--- src/rtl/rv32_decode_stage.sv ---
// rtl/rv32_decode_stage.sv - registered RV32I decode stage with 2-entry skid buffer
//
// Decodes one fetched RV32I instruction per cycle into register indices, a
// sign-extended immediate, an ALU operation and control strobes.
// The decoded bundle is held in an output register backed by one skid entry,
// so the stage sustains full throughput under backpressure while in_ready
// stays a pure register output.
//
// Ports:
//   clk, reset_n       clock, asynchronous active-low reset
//   flush              drop everything held and anything accepted this cycle
//   in_valid/in_ready  fetch-side handshake; in_instr, in_pc are the payload
//   out_valid/out_ready execute-side handshake; out_* are the decoded bundle
//   ill_count          saturating count of illegal bundles handed to execute

module rv32_decode_stage #(
  parameter int XLEN      = 32,
  parameter int ILL_CNT_W = 8
) (
  input  logic                 clk,
  input  logic                 reset_n,
  input  logic                 flush,
  input  logic                 in_valid,
  output logic                 in_ready,
  input  logic [31:0]          in_instr,
  input  logic [XLEN-1:0]      in_pc,
  output logic                 out_valid,
  input  logic                 out_ready,
  output logic [XLEN-1:0]      out_pc,
  output logic [4:0]           out_rd,
  output logic [4:0]           out_rs1,
  output logic [4:0]           out_rs2,
  output logic [2:0]           out_funct3,
  output logic [31:0]          out_imm,
  output logic [3:0]           out_alu_op,
  output logic                 out_alu_src_imm,
  output logic                 out_reg_write,
  output logic                 out_mem_read,
  output logic                 out_mem_write,
  output logic                 out_branch,
  output logic                 out_jump,
  output logic                 out_illegal,
  output logic [ILL_CNT_W-1:0] ill_count
);

  localparam logic [3:0] ALU_ADD   = 4'd0;
  localparam logic [3:0] ALU_SUB   = 4'd1;
  localparam logic [3:0] ALU_SLL   = 4'd2;
  localparam logic [3:0] ALU_SLT   = 4'd3;
  localparam logic [3:0] ALU_SLTU  = 4'd4;
  localparam logic [3:0] ALU_XOR   = 4'd5;
  localparam logic [3:0] ALU_SRL   = 4'd6;
  localparam logic [3:0] ALU_SRA   = 4'd7;
  localparam logic [3:0] ALU_OR    = 4'd8;
  localparam logic [3:0] ALU_AND   = 4'd9;
  localparam logic [3:0] ALU_PASSB = 4'd10;

  localparam logic [6:0] OP_R      = 7'b0110011;
  localparam logic [6:0] OP_IMM    = 7'b0010011;
  localparam logic [6:0] OP_LOAD   = 7'b0000011;
  localparam logic [6:0] OP_STORE  = 7'b0100011;
  localparam logic [6:0] OP_BRANCH = 7'b1100011;
  localparam logic [6:0] OP_JAL    = 7'b1101111;
  localparam logic [6:0] OP_JALR   = 7'b1100111;
  localparam logic [6:0] OP_LUI    = 7'b0110111;

  typedef struct packed {
    logic [XLEN-1:0] pc;
    logic [4:0]      rd;
    logic [4:0]      rs1;
    logic [4:0]      rs2;
    logic [2:0]      funct3;
    logic [31:0]     imm;
    logic [3:0]      alu_op;
    logic            alu_src_imm;
    logic            reg_write;
    logic            mem_read;
    logic            mem_write;
    logic            branch;
    logic            jump;
    logic            illegal;
  } bundle_t;

  // funct3 -> ALU op when bit 30 does not select the alternate (SUB/SRA) form.
  function automatic logic [3:0] alu_base(input logic [2:0] f3);
    logic [3:0] op;
    case (f3)
      3'b000:  op = ALU_ADD;
      3'b001:  op = ALU_SLL;
      3'b010:  op = ALU_SLT;
      3'b011:  op = ALU_SLTU;
      3'b100:  op = ALU_XOR;
      3'b101:  op = ALU_SRL;
      3'b110:  op = ALU_OR;
      default: op = ALU_AND;
    endcase
    return op;
  endfunction

  // Instruction fields and the candidate immediates of every format.
  logic [6:0]  opcode;
  logic [2:0]  funct3;
  logic [6:0]  funct7;
  logic [4:0]  rd_f;
  logic [31:0] imm_i;
  logic [31:0] imm_s;
  logic [31:0] imm_b;
  logic [31:0] imm_j;
  logic [31:0] imm_u;
  logic [31:0] imm_sh;

  assign opcode = in_instr[6:0];
  assign funct3 = in_instr[14:12];
  assign funct7 = in_instr[31:25];
  assign rd_f   = in_instr[11:7];
  assign imm_i  = {{20{in_instr[31]}}, in_instr[31:20]};
  assign imm_s  = {{20{in_instr[31]}}, in_instr[31:25], in_instr[11:7]};
  assign imm_b  = {{19{in_instr[31]}}, in_instr[31], in_instr[7], in_instr[30:25],
                   in_instr[11:8], 1'b0};
  assign imm_j  = {{11{in_instr[31]}}, in_instr[31], in_instr[19:12], in_instr[20],
                   in_instr[30:21], 1'b0};
  assign imm_u  = {in_instr[31:12], 12'b0};
  assign imm_sh = {27'b0, in_instr[24:20]};

  bundle_t dec;

  always_comb begin
    dec        = '0;
    dec.pc     = in_pc;
    dec.rd     = rd_f;
    dec.rs1    = in_instr[19:15];
    dec.rs2    = in_instr[24:20];
    dec.funct3 = funct3;
    dec.alu_op = ALU_ADD;
    case (opcode)
      OP_R: begin
        if (in_instr[30] && funct3 == 3'b000)      dec.alu_op = ALU_SUB;
        else if (in_instr[30] && funct3 == 3'b101) dec.alu_op = ALU_SRA;
        else                                       dec.alu_op = alu_base(funct3);
        dec.reg_write = 1'b1;
        dec.illegal   = !((funct7 == 7'h00) ||
                          (funct7 == 7'h20 && (funct3 == 3'b000 || funct3 == 3'b101)));
      end
      OP_IMM: begin
        dec.alu_src_imm = 1'b1;
        dec.reg_write   = 1'b1;
        if (funct3 == 3'b001 || funct3 == 3'b101) begin
          // Shift amount lives in [24:20]; [31:25] is a funct7-style qualifier.
          dec.imm     = imm_sh;
          dec.alu_op  = (funct3 == 3'b101 && in_instr[30]) ? ALU_SRA : alu_base(funct3);
          dec.illegal = (funct7 != 7'h00) && !(funct7 == 7'h20 && funct3 == 3'b101);
        end else begin
          // There is no SUBI: bit 30 is plain immediate data here.
          dec.imm    = imm_i;
          dec.alu_op = alu_base(funct3);
        end
      end
      OP_LOAD: begin
        dec.imm       = imm_i;
        dec.mem_read  = 1'b1;
        dec.reg_write = 1'b1;
        dec.illegal   = (funct3 != 3'b010);
      end
      OP_STORE: begin
        dec.imm       = imm_s;
        dec.mem_write = 1'b1;
        dec.illegal   = (funct3 != 3'b010);
      end
      OP_BRANCH: begin
        dec.imm     = imm_b;
        dec.alu_op  = ALU_SUB;
        dec.branch  = 1'b1;
        dec.illegal = (funct3[2:1] == 2'b01);
      end
      OP_JAL: begin
        dec.imm       = imm_j;
        dec.jump      = 1'b1;
        dec.reg_write = 1'b1;
      end
      OP_JALR: begin
        dec.imm         = imm_i;
        dec.alu_src_imm = 1'b1;
        dec.jump        = 1'b1;
        dec.reg_write   = 1'b1;
        dec.illegal     = (funct3 != 3'b000);
      end
      OP_LUI: begin
        dec.imm         = imm_u;
        dec.alu_op      = ALU_PASSB;
        dec.alu_src_imm = 1'b1;
        dec.reg_write   = 1'b1;
      end
      default: dec.illegal = 1'b1;
    endcase

    // An illegal instruction must not produce any architectural side effect.
    if (dec.illegal) begin
      dec.reg_write = 1'b0;
      dec.mem_read  = 1'b0;
      dec.mem_write = 1'b0;
      dec.branch    = 1'b0;
      dec.jump      = 1'b0;
    end
    if (rd_f == 5'd0) dec.reg_write = 1'b0;
  end

  bundle_t               out_q;
  bundle_t               skid_q;
  logic                  out_v;
  logic                  skid_v;
  logic [ILL_CNT_W-1:0]  ill_q;

  // The output register is free when it is empty or being consumed this cycle.
  // The skid entry is only ever filled while the output is stalled, and it is
  // drained first whenever the output frees, so FIFO order is preserved and
  // in_ready (= skid empty) guarantees no accept happens while it is full.
  always_ff @(posedge clk or negedge reset_n) begin
    if (!reset_n) begin
      out_v  <= 1'b0;
      skid_v <= 1'b0;
      out_q  <= '0;
      skid_q <= '0;
      ill_q  <= '0;
    end else if (flush) begin
      // Flush overrides every simultaneous accept, hand-off and count update.
      out_v  <= 1'b0;
      skid_v <= 1'b0;
    end else begin
      if (out_v && out_ready && out_q.illegal && ill_q != '1)
        ill_q <= ill_q + 1'b1;
      if (!out_v || out_ready) begin
        if (skid_v) begin
          out_q  <= skid_q;
          out_v  <= 1'b1;
          skid_v <= 1'b0;
        end else if (in_valid) begin
          out_q <= dec;
          out_v <= 1'b1;
        end else begin
          out_v <= 1'b0;
        end
      end else if (in_valid && !skid_v) begin
        skid_q <= dec;
        skid_v <= 1'b1;
      end
    end
  end

  assign in_ready        = !skid_v;
  assign out_valid       = out_v;
  assign out_pc          = out_q.pc;
  assign out_rd          = out_q.rd;
  assign out_rs1         = out_q.rs1;
  assign out_rs2         = out_q.rs2;
  assign out_funct3      = out_q.funct3;
  assign out_imm         = out_q.imm;
  assign out_alu_op      = out_q.alu_op;
  assign out_alu_src_imm = out_q.alu_src_imm;
  assign out_reg_write   = out_q.reg_write;
  assign out_mem_read    = out_q.mem_read;
  assign out_mem_write   = out_q.mem_write;
  assign out_branch      = out_q.branch;
  assign out_jump        = out_q.jump;
  assign out_illegal     = out_q.illegal;
  assign ill_count       = ill_q;

endmodule

--- config.mk ---
export PLATFORM = sky130hd
export DESIGN_NAME = rv32_decode_stage
export DESIGN_NICKNAME = d
export VERILOG_FILES = /design/src/rtl/rv32_decode_stage.sv
export SDC_FILE = /design/constraint.sdc
export NUM_CORES = 1
export LEC_CHECK = 0
export BUFFER_PORTS_ARGS = -buffer_cell sky130_fd_sc_hd__buf_2
export CORE_MARGIN = 3
export CORE_UTILIZATION = 25
export CTS_BUF_LIST = sky130_fd_sc_hd__clkbuf_16
export DETAILED_ROUTE_END_ITERATION = 8
export PLACE_DENSITY_LB_ADDON = 0.08
export SLEW_MARGIN = 20
export SYNTH_ARGS = -nofsm -noshare
export SYNTH_HDL_FRONTEND = slang
export SYNTH_SLANG_ARGS = --single-unit
--- constraint.sdc ---
create_clock -name clk -period 2.1 [get_ports clk]
set_input_delay 0.525 -clock clk [delete_from_list [all_inputs] [get_ports clk]]
set_output_delay 0.525 -clock clk [all_outputs]
set_load 0.02 [all_outputs]
==> impl_metrics.json <==
{
  "diodes": 0,
  "drt-pass1-iter-count": 5,
  "num_rows": 67,
  "cp.arrival_ps": 2380,
  "max_freq_mhz": 500,
  "start_util_pct": 25.7,
  "io_buffers": 171,
  "timing.rr.start": "skid_v$_DFFE_PN0P_",
  "status": "completed",
  "netlist_area_mm2": 0.00874,
  "synth_area_per_cell_um2": 9.48,
  "synthCells": 922,
  "via_per_inst": 4.52,
  "place.gp.congestion": 0.729,
  "ff2ff_setup_slack_ps": 290,
  "post_drt_wl_per_cell_um": 17.5,
  "final_antenna_net_count": 0,
  "nets": 1188,
  "cp.required_ps": 2490,
  "multiInputGateArea_mm2": 0.00358,
  "dp_cells": 1547,
  "cp_max_fo": 6,
  "grt_pass1_wl_um": 43900,
  "p_per_area_mw_per_mm2": 881,
  "final_cells": 1579,
  "first_global_vias": 7389,
  "clk_path_buf_depth": 2,
  "cts_buffers": 17,
  "max_stage_delay_ps": 590,
  "finalClockSkew_ps": 15.1,
  "syn-num-nets": 992,
  "rsz0062_at_grt": "no",
  "maxCapViolations": 0,
  "worst_setup_path_end_kind": "flop",
  "synth_top_flop_cell": "dfrtp_1",
  "synth_edf_count": 0,
  "synth_seq_cells": 196,
  "drive_gt1_share_pct": 26.0,
  "htreeDepth": 4,
  "die-area_mm2": 0.0372,
  "cts_root_buffer": "clkbuf_16",
  "grt.overflow.total": 0,
  "cts_tree": "built",
  "grt_max_degree": 67,
  "post-dp-hpwl_um": 19100,
  "crit_chain": "buf_2, or4_1, o32a_1, a211oi_1, and4_1, a22o_1",
  "antenna_found_initial": 1,
  "cpMaxStageDelayCell": "or4_1",
  "nFillCells": 3565,
  "critPathLaunchType": "input pin",
  "design_area_mm2": 0.0112,
  "vias": 7131,
  "drt_iter0_markers": 389,
  "die_h_um": 193,
  "setup-tns-final_ps": 0,
  "drc": 0,
  "placed_area_mm2": 0.0106,
  "postCtsSetupBuffers": 0,
  "yosys_warnings": 0,
  "path_clk_slew_ps": 80,
  "syn_to_final_growth_pct": 27.8,
  "period_share_pct": 95.2,
  "hold_path.class": "input pin to async pin",
  "core_area_mm2": 0.0340,
  "ys_types": 50,
  "critical_path_class": "input pin to flop",
  "num_io_pins": 172,
  "path_buf_inv": 1,
  "synthArstFlopShare_pct": 100,
  "cts.sinks": 196,
  "slew_viol_final": 0,
  "hold_viol_final": 0,
  "drt-total-wl_um": 27700,
  "fp.dieW_um": 193,
  "ir_drop_v": 0.000605,
  "ys_seq_area_share_pct": 56.1,
  "worst_pin_slew_ps": 808,
  "startpoint": "in_instr[26]",
  "slew_headroom_pct": 46.2,
  "regArea_mm2": 0.00491,
  "clock_latency_ps": 440,
  "final.min_clock_period_ps": 2000,
  "crit_family": "simple AND/OR/NAND/NOR gates",
  "grt_usage_pct": 15.4,
  "cellLeakagePower_nw": 5.22,
  "setup_viol": 0
}
-- sequential cells by signal (all words and copies together), names as in the netlist, 3 cells and up --
| register | cells |
|---|---|
| skid_q | 93 |
| ill_count | 8 |
| out_alu_op | 4 |
| out_rs1 | 5 |
| out_pc | 32 |
| out_imm | 32 |
| out_funct3 | 3 |
| out_rs2 | 5 |
| out_rd | 5 |
-- report_power, final --
| part | internal (W) | total, W | switching [W] |
|---|---|---|---|
| sequential | 0.00437 | 0.00469 | 0.000326 |
| clock | 0.00177 | 0.00334 | 0.00157 |
| combinational | 0.000667 | 0.00180 | 0.00114 |
-- synthesized netlist by cell type, types with 6 or more instances --
library cell | instances | area [um2]
a21oi_1 | 45 | 225
a221oi_1 | 8 | 70.1
a22o_1 | 12 | 105
a31oi_1 | 16 | 100
buf_1 | 10 | 37.5
buf_2 | 10 | 50.1
clkbuf_1 | 48 | 180
dfrtp_1 | 196 | 4900
mux2_2 | 10 | 113
mux2i_1 | 51 | 510
nand2_1 | 259 | 972
nand2b_1 | 6 | 37.5
nand3_1 | 8 | 40.0
nor2_1 | 46 | 173
nor3_1 | 7 | 35.0
o21ai_0 | 98 | 490
or3_1 | 16 | 100
-- layout by cell type, fill, tap and decap left out, drive strengths merged, types with 6 or more instances in the layout --
cell type | Yosys | layout
o21ai | 98 | 98
a31oi | 16 | 16
inv | 4 | 9
mux2i | 51 | 51
nand2 | 259 | 259
a21oi | 45 | 45
buf | 20 | 244
mux2 | 10 | 10
dfrtp | 196 | 196
nor2 | 46 | 46
clkbuf | 48 | 18
or3 | 16 | 16
a22o | 12 | 12
nor3 | 7 | 7
nand2b | 6 | 6
a221oi | 8 | 8
clkinv | 0 | 7
nand3 | 8 | 8
-- worst register-to-register path: cells and delay by family (launching register included) --
family / cells / cell delay, ps
simple gates: 2 / 430
buf+inv: 2 / 600
compound gates: 1 / 130
flops: 1 / 530
-- repair_timing --
action | 4_1_cts | 5_1_grt
resized for setup | 1 | 0
setup endpoints to repair | 1 | 0
hold buffers | 0 | 0
-- layer usage --
metal | global-route usage (%) | wire (um)
met5 | 0 | 10
met4 | 3.73 | 310
met3 | 3.62 | 1340
met2 | 23.7 | 12400
met1 | 21.9 | 13600
-- cells by family after synthesis --
kind of cell | Yosys count | share of synthesized area, %
adders and majority gates | 1 | 0.143
DFF | 196 | 56.1
and+or+nand+nor | 374 | 18.2
AOI/OAI and AO/OA | 210 | 14.4
buffers and inverters | 72 | 3.24
xor gates and xnor gates | 8 | 0.802
muxes | 61 | 7.13
-- final cells by class --
cell class	instances	share of cell area, %
flip-flops and latches	196	43.9
multi-input cells	654	32.0
repair buffers	245	13.6
well taps	448	5.02
clock buffers	17	3.81
clock inverters	15	1.41
inverters	4	0.168
-- worst paths after layout --
check,endpoint,cells past startpoint
hold / removal,out_pc[2]$_DFFE_PN0P_,1
max in group asynchronous,out_pc[29]$_DFFE_PN0P_,2
setup / recovery,skid_q[2]$_DFFE_PN0P_,6
setup reg to reg,out_pc[29]$_DFFE_PN0P_,5
hold reg to reg,out_alu_src_imm$_DFFE_PN0P_,2
min in group clk,skid_v$_DFFE_PN0P_,2
-- per-stage QoR --
stage                     hold WS, ps  util [%]  setup WS (ps)  power [W]
after detailed placement          456      31.2           -361    0.00661
after global routing             10.7      32.9           35.9     0.0105
final                            20.7      32.9            101    0.00984
after floorplan                   229         -          -43.0    0.00575
after global placement            453      31.2           -285    0.00659
after CTS                        4.84      32.9            120     0.0100
Note: power is estimated with default switching activity, not from simulation.
